File: src/rtl/video_timing.sv
// -----------------------------------------------------------------------------
// video_timing
//   Raster timing generator. A free-running 2-bit divider produces a pixel
//   enable (clk_sys/4 or clk_sys/2). Each pixel advances hcount. Each line
//   wrap advances vcount. Sync, blank, display-enable, border and interrupt
//   are decoded from the next counter values and registered, so they change
//   on the same clk_sys edge as the counters.
//
// Ports
//   clk_sys     in   master clock (single domain)
//   reset       in   synchronous, active-high
//   ce_divider  in   0: pixel rate clk_sys/4, 1: clk_sys/2
//   ce_pix      out  one-clk_sys pixel enable strobe
//   hcount      out  [8:0] pixel in line, 0..H_TOTAL-1
//   vcount      out  [8:0] line in frame, 0..V_TOTAL-1
//   HSync/VSync out  active-low syncs
//   hblank/vblank out active-high blanking
//   de          out  high inside the 256x192 paper area
//   border      out  high outside paper but not blanked
//   int_n       out  active-low frame interrupt
//   frame_start out  one-cycle pulse when the counters wrap to (0,0)
// -----------------------------------------------------------------------------
module video_timing #(
  parameter int H_TOTAL  = 448,
  parameter int V_TOTAL  = 312,
  parameter int HS_START = 344,
  parameter int HS_END   = 375,
  parameter int HB_START = 320,
  parameter int HB_END   = 415,
  parameter int VS_START = 248,
  parameter int VS_END   = 251,
  parameter int VB_START = 248,
  parameter int VB_END   = 255,
  parameter int INT_LEN  = 64
) (
  input  logic       clk_sys,
  input  logic       reset,
  input  logic       ce_divider,
  output logic       ce_pix,
  output logic [8:0] hcount,
  output logic [8:0] vcount,
  output logic       HSync,
  output logic       VSync,
  output logic       hblank,
  output logic       vblank,
  output logic       de,
  output logic       border,
  output logic       int_n,
  output logic       frame_start
);

  localparam logic [8:0] H_LAST = 9'(H_TOTAL - 1);
  localparam logic [8:0] V_LAST = 9'(V_TOTAL - 1);
  localparam logic [8:0] HS_S   = 9'(HS_START);
  localparam logic [8:0] HS_E   = 9'(HS_END);
  localparam logic [8:0] HB_S   = 9'(HB_START);
  localparam logic [8:0] HB_E   = 9'(HB_END);
  localparam logic [8:0] VS_S   = 9'(VS_START);
  localparam logic [8:0] VS_E   = 9'(VS_END);
  localparam logic [8:0] VB_S   = 9'(VB_START);
  localparam logic [8:0] VB_E   = 9'(VB_END);
  localparam logic [8:0] INT_L  = 9'(INT_LEN);

  logic [1:0] div_q, div_d;
  logic       ce_pix_q, ce_pix_d;
  logic [8:0] hcount_q, hcount_d;
  logic [8:0] vcount_q, vcount_d;
  logic       hsync_q, hsync_d;
  logic       vsync_q, vsync_d;
  logic       hblank_q, hblank_d;
  logic       vblank_q, vblank_d;
  logic       de_q, de_d;
  logic       border_q, border_d;
  logic       int_n_q, int_n_d;
  logic       frame_start_q, frame_start_d;
  logic       h_wrap, v_wrap;

  always_comb begin
    div_d = div_q + 2'd1;
    // The strobe is decoded from the next divider value and registered, so
    // ce_pix is high in the cycle where div==3 (/4) or div[0]==1 (/2), and a
    // ce_divider change is seen from the following cycle onward.
    ce_pix_d = ce_divider ? div_d[0] : (div_d == 2'd3);

    h_wrap = (hcount_q == H_LAST);
    v_wrap = (vcount_q == V_LAST);

    hcount_d = hcount_q;
    vcount_d = vcount_q;
    if (ce_pix_q) begin
      if (h_wrap) begin
        hcount_d = 9'd0;
        vcount_d = v_wrap ? 9'd0 : vcount_q + 9'd1;
      end else begin
        hcount_d = hcount_q + 9'd1;
      end
    end
    frame_start_d = ce_pix_q && h_wrap && v_wrap;

    // Decoding the next counter values keeps the decoded outputs aligned to
    // the counters; without a pixel enable next == current, so they hold.
    hsync_d  = !((hcount_d >= HS_S) && (hcount_d <= HS_E));
    vsync_d  = !((vcount_d >= VS_S) && (vcount_d <= VS_E));
    hblank_d = (hcount_d >= HB_S) && (hcount_d <= HB_E);
    vblank_d = (vcount_d >= VB_S) && (vcount_d <= VB_E);
    de_d     = (hcount_d < 9'd256) && (vcount_d < 9'd192);
    border_d = !de_d && !(hblank_d || vblank_d);
    int_n_d  = !((vcount_d == VS_S) && (hcount_d < INT_L));
  end

  always_ff @(posedge clk_sys) begin
    if (reset) begin
      div_q         <= 2'd0;
      ce_pix_q      <= 1'b0;
      hcount_q      <= 9'd0;
      vcount_q      <= 9'd0;
      hsync_q       <= 1'b1;
      vsync_q       <= 1'b1;
      hblank_q      <= 1'b0;
      vblank_q      <= 1'b0;
      de_q          <= 1'b1;
      border_q      <= 1'b0;
      int_n_q       <= 1'b1;
      frame_start_q <= 1'b0;
    end else begin
      div_q         <= div_d;
      ce_pix_q      <= ce_pix_d;
      hcount_q      <= hcount_d;
      vcount_q      <= vcount_d;
      hsync_q       <= hsync_d;
      vsync_q       <= vsync_d;
      hblank_q      <= hblank_d;
      vblank_q      <= vblank_d;
      de_q          <= de_d;
      border_q      <= border_d;
      int_n_q       <= int_n_d;
      frame_start_q <= frame_start_d;
    end
  end

  assign ce_pix      = ce_pix_q;
  assign hcount      = hcount_q;
  assign vcount      = vcount_q;
  assign HSync       = hsync_q;
  assign VSync       = vsync_q;
  assign hblank      = hblank_q;
  assign vblank      = vblank_q;
  assign de          = de_q;
  assign border      = border_q;
  assign int_n       = int_n_q;
  assign frame_start = frame_start_q;

endmodule

File: config.mk
export PLATFORM = sky130hd
export DESIGN_NAME = video_timing
export DESIGN_NICKNAME = d
export VERILOG_FILES = /design/src/rtl/video_timing.sv
export SDC_FILE = /design/constraint.sdc
export NUM_CORES = 1
export LEC_CHECK = 0
export CORE_AREA = 2 2 66 68
export DETAILED_ROUTE_END_ITERATION = 12
export DIE_AREA = 0 0 68 70
export SLEW_MARGIN = 5
export SYNTH_ARGS = -nofsm -noshare
export SYNTH_HDL_FRONTEND = slang
export SYNTH_SLANG_ARGS = --single-unit
export TNS_END_PERCENT = 20
File: constraint.sdc
create_clock -name clk_sys -period 2.7 [get_ports clk_sys]
set_input_delay 0.405 -clock clk_sys [delete_from_list [all_inputs] [get_ports clk_sys]]
set_output_delay 0.405 -clock clk_sys [all_outputs]
set_load 0.02 [all_outputs]
Yosys cells after proc, flatten, opt, wreduce, memory -nomap -nowiden:

Index checks and enable logic that the tools add are counted.

* register bits after elaboration: 29
* memories: 0
* ROM bits: 0
* bits in writable memories: 0
* logic and storage cells: 50
* output and inout port bits: 27
* bits in latches: 0

* bitwise logic cells: 0
* add/subtract/negate cells: 3
* order comparisons: 10
* reductions and logical operators: 15
* multipliers: 0
* div/mod/pow operators: 0
* shift operators: 0
* multiplexer cells: 6
* equal/unequal tests: 4

Operator list (count)
* $mux 9: 5
* $add 9x1->9 const B: 2
* $eq 9x9->1 const B: 2
* $ge 9x9->1 const B: 2
* $le 9x8->1 const B: 2
* $le 9x9->1 const B: 2
* $eq 9x8->1 const B: 1
* $ge 9x8->1 const B: 1
* $logic_and 1x1->1: 9
* $lt 9x7->1 const B: 1
* $lt 9x8->1 const B: 1
* $lt 9x9->1 const B: 1
* $logic_not 1->1: 5
* $add 2x1->2 const B: 1
* $eq 2x2->1 const B: 1
* $logic_or 1x1->1: 1
* $mux 1: 1

Depth between registers and ports, before layout:

Gate-level depths: netlist (run 1).

* depth after elaboration: 9
* depth in mapped cells: 9
* depth with buffers taken out: 7

Worst setup path after synthesis (run 1):

No wires, ideal clock.

* kind: register to register
* start point: register vcount_q[0], in the netlist vcount[0]
* end point: register border_q, in the netlist border
* stages on the path, launching flop included: 9
* data required time: 2.564 ns
* data arrival time: 2.132 ns
* clock period less this slack: 2.268 ns
* slack: 0.432 ns
* library setup time: 0.136 ns
* path through: dfxtp_1 ha_1 and4_4 and2_1 buf_2 or4b_4 a211oi_2 o2111a_2 a311oi_1

* cells in the longest elaborated chain, start to end: 9
* elaborated cells on any way between the ends: 14
* classes of those cells: 1 x add/sub; 3 x order compare; 1 x eq/ne; 3 x mux; 6 x reduce/logical

RTL lines
* start: declaration: RTL line 67 `logic [8:0] vcount_q, vcount_d;`
* start signal: assignment: RTL line 129 `vcount_q <= vcount_d;`
* $add 9x1->9 or $eq 9x9->1 (tied branches): RTL line 93, 86
* $mux 9: RTL line 93 `vcount_d = v_wrap ? 9'd0 : vcount_q + 9'd1;`
* $mux 9: RTL line 91 `if (h_wrap) begin`
* $mux 9 (*): RTL line 90 `if (ce_pix_q) begin`
* $ge 9x8->1 or $le 9x8->1 (tied branches): RTL line 105 `vblank_d = (vcount_d >= VB_S) && (vcount_d <= VB_E);`
* $logic_and 1x1->1: RTL line 105
* $logic_or 1x1->1: RTL line 107 `border_d = !de_d && !(hblank_d || vblank_d);`
* $logic_not 1->1: RTL line 107
* $logic_and 1x1->1 (*): RTL line 107
* end signal: assignment: RTL line 135 `border_q <= border_d;`
* end: declaration: RTL line 73 `logic border_q, border_d;`

Mark *: on every way between the ends. The rest lies on a longest branch, timed or not.
A chain may end at the register's enable or synchronous reset.

Worst setup path in the final report (run 1):

* start point: register hcount_q[0], in the netlist hcount[0]
* end point: register border_q, in the netlist border

* cells in the longest elaborated chain, start to end: 8
* elaborated cells on any way between the ends: 19
* classes of those cells: 1 x add/sub; 6 x order compare; 1 x eq/ne; 4 x mux; 7 x reduce/logical

RTL lines
* start: declaration: RTL line 66 `logic [8:0] hcount_q, hcount_d;`
* start signal: assignment: RTL line 128 `hcount_q <= hcount_d;`
* $add 9x1->9 or $eq 9x9->1 (tied branches): RTL line 95, 85
* $mux 9: RTL line 91
* $mux 9: RTL line 90
* $ge 9x9->1 (tied with other cells): RTL line 104 `hblank_d = (hcount_d >= HB_S) && (hcount_d <= HB_E);`
* $logic_and 1x1->1 (on tied branches): RTL line 104, 105
* $logic_or 1x1->1: RTL line 107
* $logic_not 1->1: RTL line 107
* $logic_and 1x1->1 (*): RTL line 107

Marks and branches as above.

==> flow_summary.yaml, run 1 <==
status:
  status: "complete, no violations"
clock_network:
  worstSkewPairLatency_ns: 0.28
  ctsHoldBuffers: 0
  cts_made_buffers: 5
  tritoncts: "done"
  cts_resized: 0
  ctsLongestPathBuffers: 2
  clk_pin_slew_ns: 0.06
  clock-sinks: 29
  htree_levels: 2
  cts_setup_buffers: 0
  cts_root_buf: "clkbuf_8"
sta:
  rsz0062_at_grt: "false"
  hold_violations: 0
  worstMarginPinSlew_ns: 0.4716
  min_period_over_period_pct: 86.07
  slew_headroom_pct: 68.12
  slew_violations: 0
  finalSetupTns_ns: 0
  setup_viol: 0
  max_freq_mhz: 430.3
  min_period_ns: 2.324
  skew_ns: 0.007960
worst_setup_path:
  r2r_start: "hcount[0]$_SDFF_PP0_"
  worstRegToRegCells: 7
  cp.required_ns: 2.84
  crit_chain: "ha_1 > and3_1 > nand3_4 > or4b_4 > a211oi_2 > o2111a_2 > a311oi_1"
  critPathCaptureType: "flop"
  worst-path-buf-inv: 0
  r2r-end: "border$_SDFF_PP0_"
  cp.arrival_ns: 2.46
  cp_slowest_stage_delay_ns: 0.55
  cp_max_fo: 10
  r2r_slack_ns: 0.38
  critPathKind: "flop to flop"
  slowest_stage: "or4b_4"
  critPathTopFamily: "simple AND/OR/NAND/NOR gates"
  cp-start-kind: "flop"
place:
  gp_congestion: 0.8678
  dp_hpwl_um: 2531
  port-buffer-count: 29
  placedCellCount: 247
synthesis:
  syn_inst: 177
  synth_warnings: 0
  synth_edf_count: 0
  netlist_top_cells_count: "29 x dfxtp_1, 18 x nor2_1, 14 x nand2_1"
  synth-seq-cells: 29
  syn-num-nets: 183
  synth_seq_area_share_pct: 38.80
  syn_area_um2: 1496
  syn_avg_cell_area_um2: 8.454
  yosysTopAreaCell: "dfxtp_1"
  synth_top_area_share_pct: 38.80
  synth_ff_type: "dfxtp_1"
  synth_cell_types: 47
  synthMostInstantiatedCell: "dfxtp_1"
  synthTopCellsByArea: "dfxtp_1 39%, nor2_1 4.5%, a21oi_1 4.0%"
  async_flop_share_pct: 0
layout:
  final_util_pct: 45.98
  fin_nets: 208
  antennaDiodeCount: 0
  final_cell_count_no_fill: 255
  drive_above_1_share_pct: 9.852
  area_growth_pct: 27.34
  nFillCells: 419
grt:
  grt_pass1_vias: 1210
  grt_max_degree: 17
  grt_pass1_wl_um: 5809
  grt_overflow: 0
  antenna_found_initial: 0
  grtUsageTotal_pct: 16.15
min_path:
  whs_endpoint: "div_q[0]$_SDFF_PP0_"
  hold_path_depth: 1
  hold_start: "div_q[0]$_SDFF_PP0_"
  min_path_type: "flop to flop"
route:
  wire_per_inst_um: 14.20
  drt-initial-drc-count: 107
  drc_errors: 0
  first_pass_iters: 4
  ant_nets: 0
  routed_wl_um: 3622
  viasPerCell: 5.337
  num_vias: 1361
die:
  fp.coreArea_um2: 4144
  die_h_um: 70
  start_util_pct: 36.11
  die_w_um: 68
  num_io_pins: 30
  num_rows: 24
  die_area_um2: 4760
power:
  p_leak_uw: 0.0006994
  powerDensity_nw_per_um2: 458.0
  ir_drop_mv: 0.2735
flow_run:
  drv_cap: 0
## state kept, by name (all words and copies together), names as in the netlist
signal and flops:
HSync 1, VSync 1, border 1, ce_pix 1, de 1, div_q 2, frame_start 1, hblank 1
hcount 9, int_n 1, vblank 1, vcount 9
## worst max-delay path by stage
| stage | depth (start not counted) | to | startpoint |
|---|---|---|---|
| 2_1_floorplan | 8 | border$_SDFF_PP0_ | vcount[0]$_SDFF_PP0_ |
| 3_3_place_gp | 7 | vblank$_SDFF_PP0_ | hcount[0]$_SDFF_PP0_ |
| 3_5_place_dp | 7 | border$_SDFF_PP0_ | hcount[0]$_SDFF_PP0_ |
| 4_1_cts | 7 | border$_SDFF_PP0_ | hcount[0]$_SDFF_PP0_ |
| 5_1_grt | 7 | border$_SDFF_PP0_ | hcount[0]$_SDFF_PP0_ |
| 6_report | 7 | border$_SDFF_PP0_ | hcount[0]$_SDFF_PP0_ |
## per-layer routing
layer	global-route usage [%]	vias to the layer above	wire [um]
li1	-	687	-
met4	6.889	0	62
met5	0	-	0
met2	23.95	34	1739
met3	4.831	6	160
met1	21.45	634	1659
## cell type report
cell class / count / area [um2] / area share, %
Clock buffer: 7 / 96.34 / 5.056
Clock inverter: 1 / 5.005 / 0.2626
Inverter: 1 / 3.754 / 0.1970
Multi-Input combinational cell: 133 / 842.1 / 44.19
Sequential cell: 29 / 580.6 / 30.47
Tap cell: 52 / 65.06 / 3.414
Timing Repair Buffer: 32 / 312.8 / 16.41
## cells in the final DEF (no fill, tap or decap), types with 2 or more instances in the layout
| master | instances |
|---|---|
| dfxtp_1 | 29 |
| clkdlybuf4s50_1 | 29 |
| nor2_1 | 18 |
| nand2_1 | 14 |
| a21oi_1 | 12 |
| nor3_1 | 8 |
| o21ai_0 | 8 |
| and3_1 | 7 |
| nand3_1 | 7 |
| clkbuf_8 | 7 |
| xnor2_1 | 6 |
| nand4_1 | 6 |
| nor2b_1 | 6 |
| xor2_1 | 3 |
| mux2i_1 | 3 |
| ha_1 | 3 |
| buf_4 | 3 |
| and4_1 | 2 |
| or3_1 | 2 |
| nand2b_1 | 2 |
| a31o_2 | 2 |
| a211oi_1 | 2 |
## cell families after synthesis
| kind of cell | share of synthesized area (%) |
|---|---|
| AO/OA/AOI/OAI | 15.64 |
| buffers and inverters | 4.932 |
| multiplexers | 2.007 |
| adder cells (fa/ha/maj) | 2.509 |
| AND/OR/NAND/NOR | 30.85 |
| XOR/XNOR | 5.268 |
| flip-flops | 38.80 |
## per-stage QoR
stage               cell area (um2)  power [uW]  worst slack (ns)  hold WS [ns]
global placement               1804       480.8            0.4769        0.4002
detailed placement             1804       481.3            0.3805        0.4041
global route                   1906       903.1            0.1367        0.4379
floorplan                      1496       466.6            0.4317        0.3925
finish                         1906       872.7            0.3762        0.4130
CTS                            1906       884.6            0.3617        0.4135
## power breakdown
| part | total, uW | switching [uW] | internal (uW) |
|---|---|---|---|
| registers | 439 | 5.17 | 433 |
| logic | 33.0 | 17.0 | 16.0 |
| clock network | 401 | 171 | 230 |
| total | 873 | 193 | 680 |
No activity file was read; power rests on OpenSTA's default activity.
==> run 2: changes to the inputs <==
- CTS_BUF_LIST: unset -> sky130_fd_sc_hd__clkbuf_8
- GPL_ROUTABILITY_DRIVEN: unset -> 0
==> run 2 against run 1 <==
  * Critical path type unchanged
  * Critical endpoint is now vblank$_SDFF_PP0_
  * Count of clock-buffer cells in the layout shrank 1
  * Sequential share of layout area grew 0.24 points
  * Via count rose by 0.29%
  * Core utilization decreased by 0.36 points
  * Fmax up 0.38%
  * Power fell by 5.2%
  * Critical path depth did not move
  * Sequential power about the same
  * First-iteration DRC count is 69% higher
  * Final cell count fell by 0.39%
  * Sequential cell count unchanged
  * Global-route usage up 0.27 points
==> flow_summary.yaml, run 2 (synthesis results as in run 1) <==
sta:
  min_period_over_period_pct: 85.74
  finalSetupTns_ns: 0
  slew_violations: 0
  setup_viol: 0
  rsz0062_at_grt: "false"
  skew_ns: 0.006620
  slew_headroom_pct: 68.59
  worst_slack_ns: 0.3850
  min_period_ns: 2.315
  hold_violations: 0
  worstMarginPinSlew_ns: 0.4653
  max_freq_mhz: 432.0
die:
  die_w_um: 68
  die_h_um: 70
  die_area_um2: 4760
  start_util_pct: 36.11
  fp.coreArea_um2: 4144
  num_io_pins: 30
  num_rows: 24
worst_setup_path:
  critPathKind: "flop to flop"
  cp-start-kind: "flop"
  r2r_start: "hcount[0]$_SDFF_PP0_"
  cp_max_fo: 10
  r2r-end: "vblank$_SDFF_PP0_"
  r2r_slack_ns: 0.38
  critPathCaptureType: "flop"
  cp.required_ns: 2.92
  cp.arrival_ns: 2.53
  worstRegToRegCells: 7
min_path:
  hold_start: "div_q[0]$_SDFF_PP0_"
  hold_path_depth: 1
  min_path_type: "flop to flop"
  whs_endpoint: "div_q[0]$_SDFF_PP0_"
route:
  viasPerCell: 5.374
  wire_per_inst_um: 13.69
  met3_length_um: 178
  routed_wl_um: 3477
  ant_nets: 0
  drc_errors: 0
  route.top_layer_used: "met4"
  first_pass_iters: 4
  drt-initial-drc-count: 181
  num_vias: 1365
  wl_met1_um: 1698
  wl_met2_um: 1544
place:
  dp_slack_ns: 0.4218
  port-buffer-count: 29
  dp_hpwl_um: 2558
status:
  status: "complete, no violations"
layout:
  drive_above_1_share_pct: 8.911
  fin_nets: 208
  antennaDiodeCount: 0
  final_cell_mix: "29 x dfxtp_1, 29 x clkdlybuf4s50_1, 18 x nor2_1, 14 x nand2_1, 12 x a21oi_1"
  area_growth_pct: 26.34
grt:
  grt_pass1_vias: 1267
  antenna_found_initial: 0
  grt_overflow: 0
  grt_max_degree: 14
  grtUsageTotal_pct: 16.42
  grt_pass1_wl_um: 6023
clock_network:
  htree_levels: 2
  worstSkewPairLatency_ns: 0.28
  ctsLongestPathBuffers: 2
  tritoncts: "done"
  ctsHoldBuffers: 0
  cts_root_buf: "clkbuf_8"
  cts_made_buffers: 5
  cts_resized: 0
  clk_pin_slew_ns: 0.06
  clock-sinks: 29
  cts_setup_buffers: 0
power:
  combPwrFrac_pct: 4.0
  intPower_uw: 647.5
  ir_drop_mv: 0.2861
  p_sw_share_pct: 21.72
  p_sw_uw: 179.7
  p_leak_uw: 0.0006936
  powerDensity_nw_per_um2: 437.6
  pwr-share-clk_pct: 42.9
  totalPowerFinal_uw: 827.2
  power_frac_seq_pct: 53.1
flow_run:
  drv_cap: 0
-- run 2: cell count changes in the layout (fill, tap and decap cells not counted), sizes merged --
| cell | previous run | this run |
|---|---|---|
| inv | 1 | 2 |
| clkinv | 1 | 0 |
| clkbuf | 7 | 6 |
-- run 2: stage by stage --
step / cells / hold slack [ns] / cell area [um2] / util [%]
2_1_floorplan: 177 / 0.3925 / 1496 / -
3_3_place_gp: 247 / 0.4001 / 1804 / 43.54
3_5_place_dp: 247 / 0.4059 / 1804 / 43.54
4_1_cts: 254 / 0.4139 / 1891 / 45.62
5_1_grt: 254 / 0.4389 / 1891 / 45.62
6_report: 254 / 0.4127 / 1891 / 45.62
-- run 2: metal layers --
layer / track usage [%] / vias to the layer above
met3: 4.831 / 6
met1: 22.47 / 634
met4: 6.444 / 0
li1: - / 684
met5: 0 / -
met2: 23.95 / 41
-- run 2: critical path, stage by stage (launching register included) --
cell,delay [ns]
dfxtp_1,0.38
ha_1,0.24
and3_1,0.31
nand3_4,0.16
or4b_4,0.55
a211oi_2,0.22
o2111a_2,0.27
and2b_1,0.14
-- run 2: worst max path at each step --
stage                               from                 to  slack [ns]  cells after the start
detailed placement  hcount[0]$_SDFF_PP0_  border$_SDFF_PP0_        0.42                      7
global placement    vcount[1]$_SDFF_PP0_  vblank$_SDFF_PP0_        0.48                      7
floorplan           vcount[0]$_SDFF_PP0_  border$_SDFF_PP0_        0.43                      8
global route        hcount[0]$_SDFF_PP0_  vblank$_SDFF_PP0_        0.23                      7
CTS                 hcount[0]$_SDFF_PP0_  vblank$_SDFF_PP0_        0.40                      7
finish              hcount[0]$_SDFF_PP0_  vblank$_SDFF_PP0_        0.38                      7
-- run 2: final cells by class --
type / instances / area [um2]
tap: 52 / 65.06
sequential: 29 / 580.6
fill: 420 / 2253
inverter: 1 / 3.754
clock buffer: 6 / 82.58
clock inverter: 1 / 3.754
timing repair buffer: 32 / 312.8
multi-input combinational: 133 / 842.1
-- run 2: power by group through the flow --
stage               clock [uW]  combinational (uW)  sequential [uW]
detailed placement           0                33.2              448
global route               384                36.5              440
finish                     355                33.1              439
global placement             0                33.4              448
floorplan                    0                15.7              451
CTS                        361                33.3              439
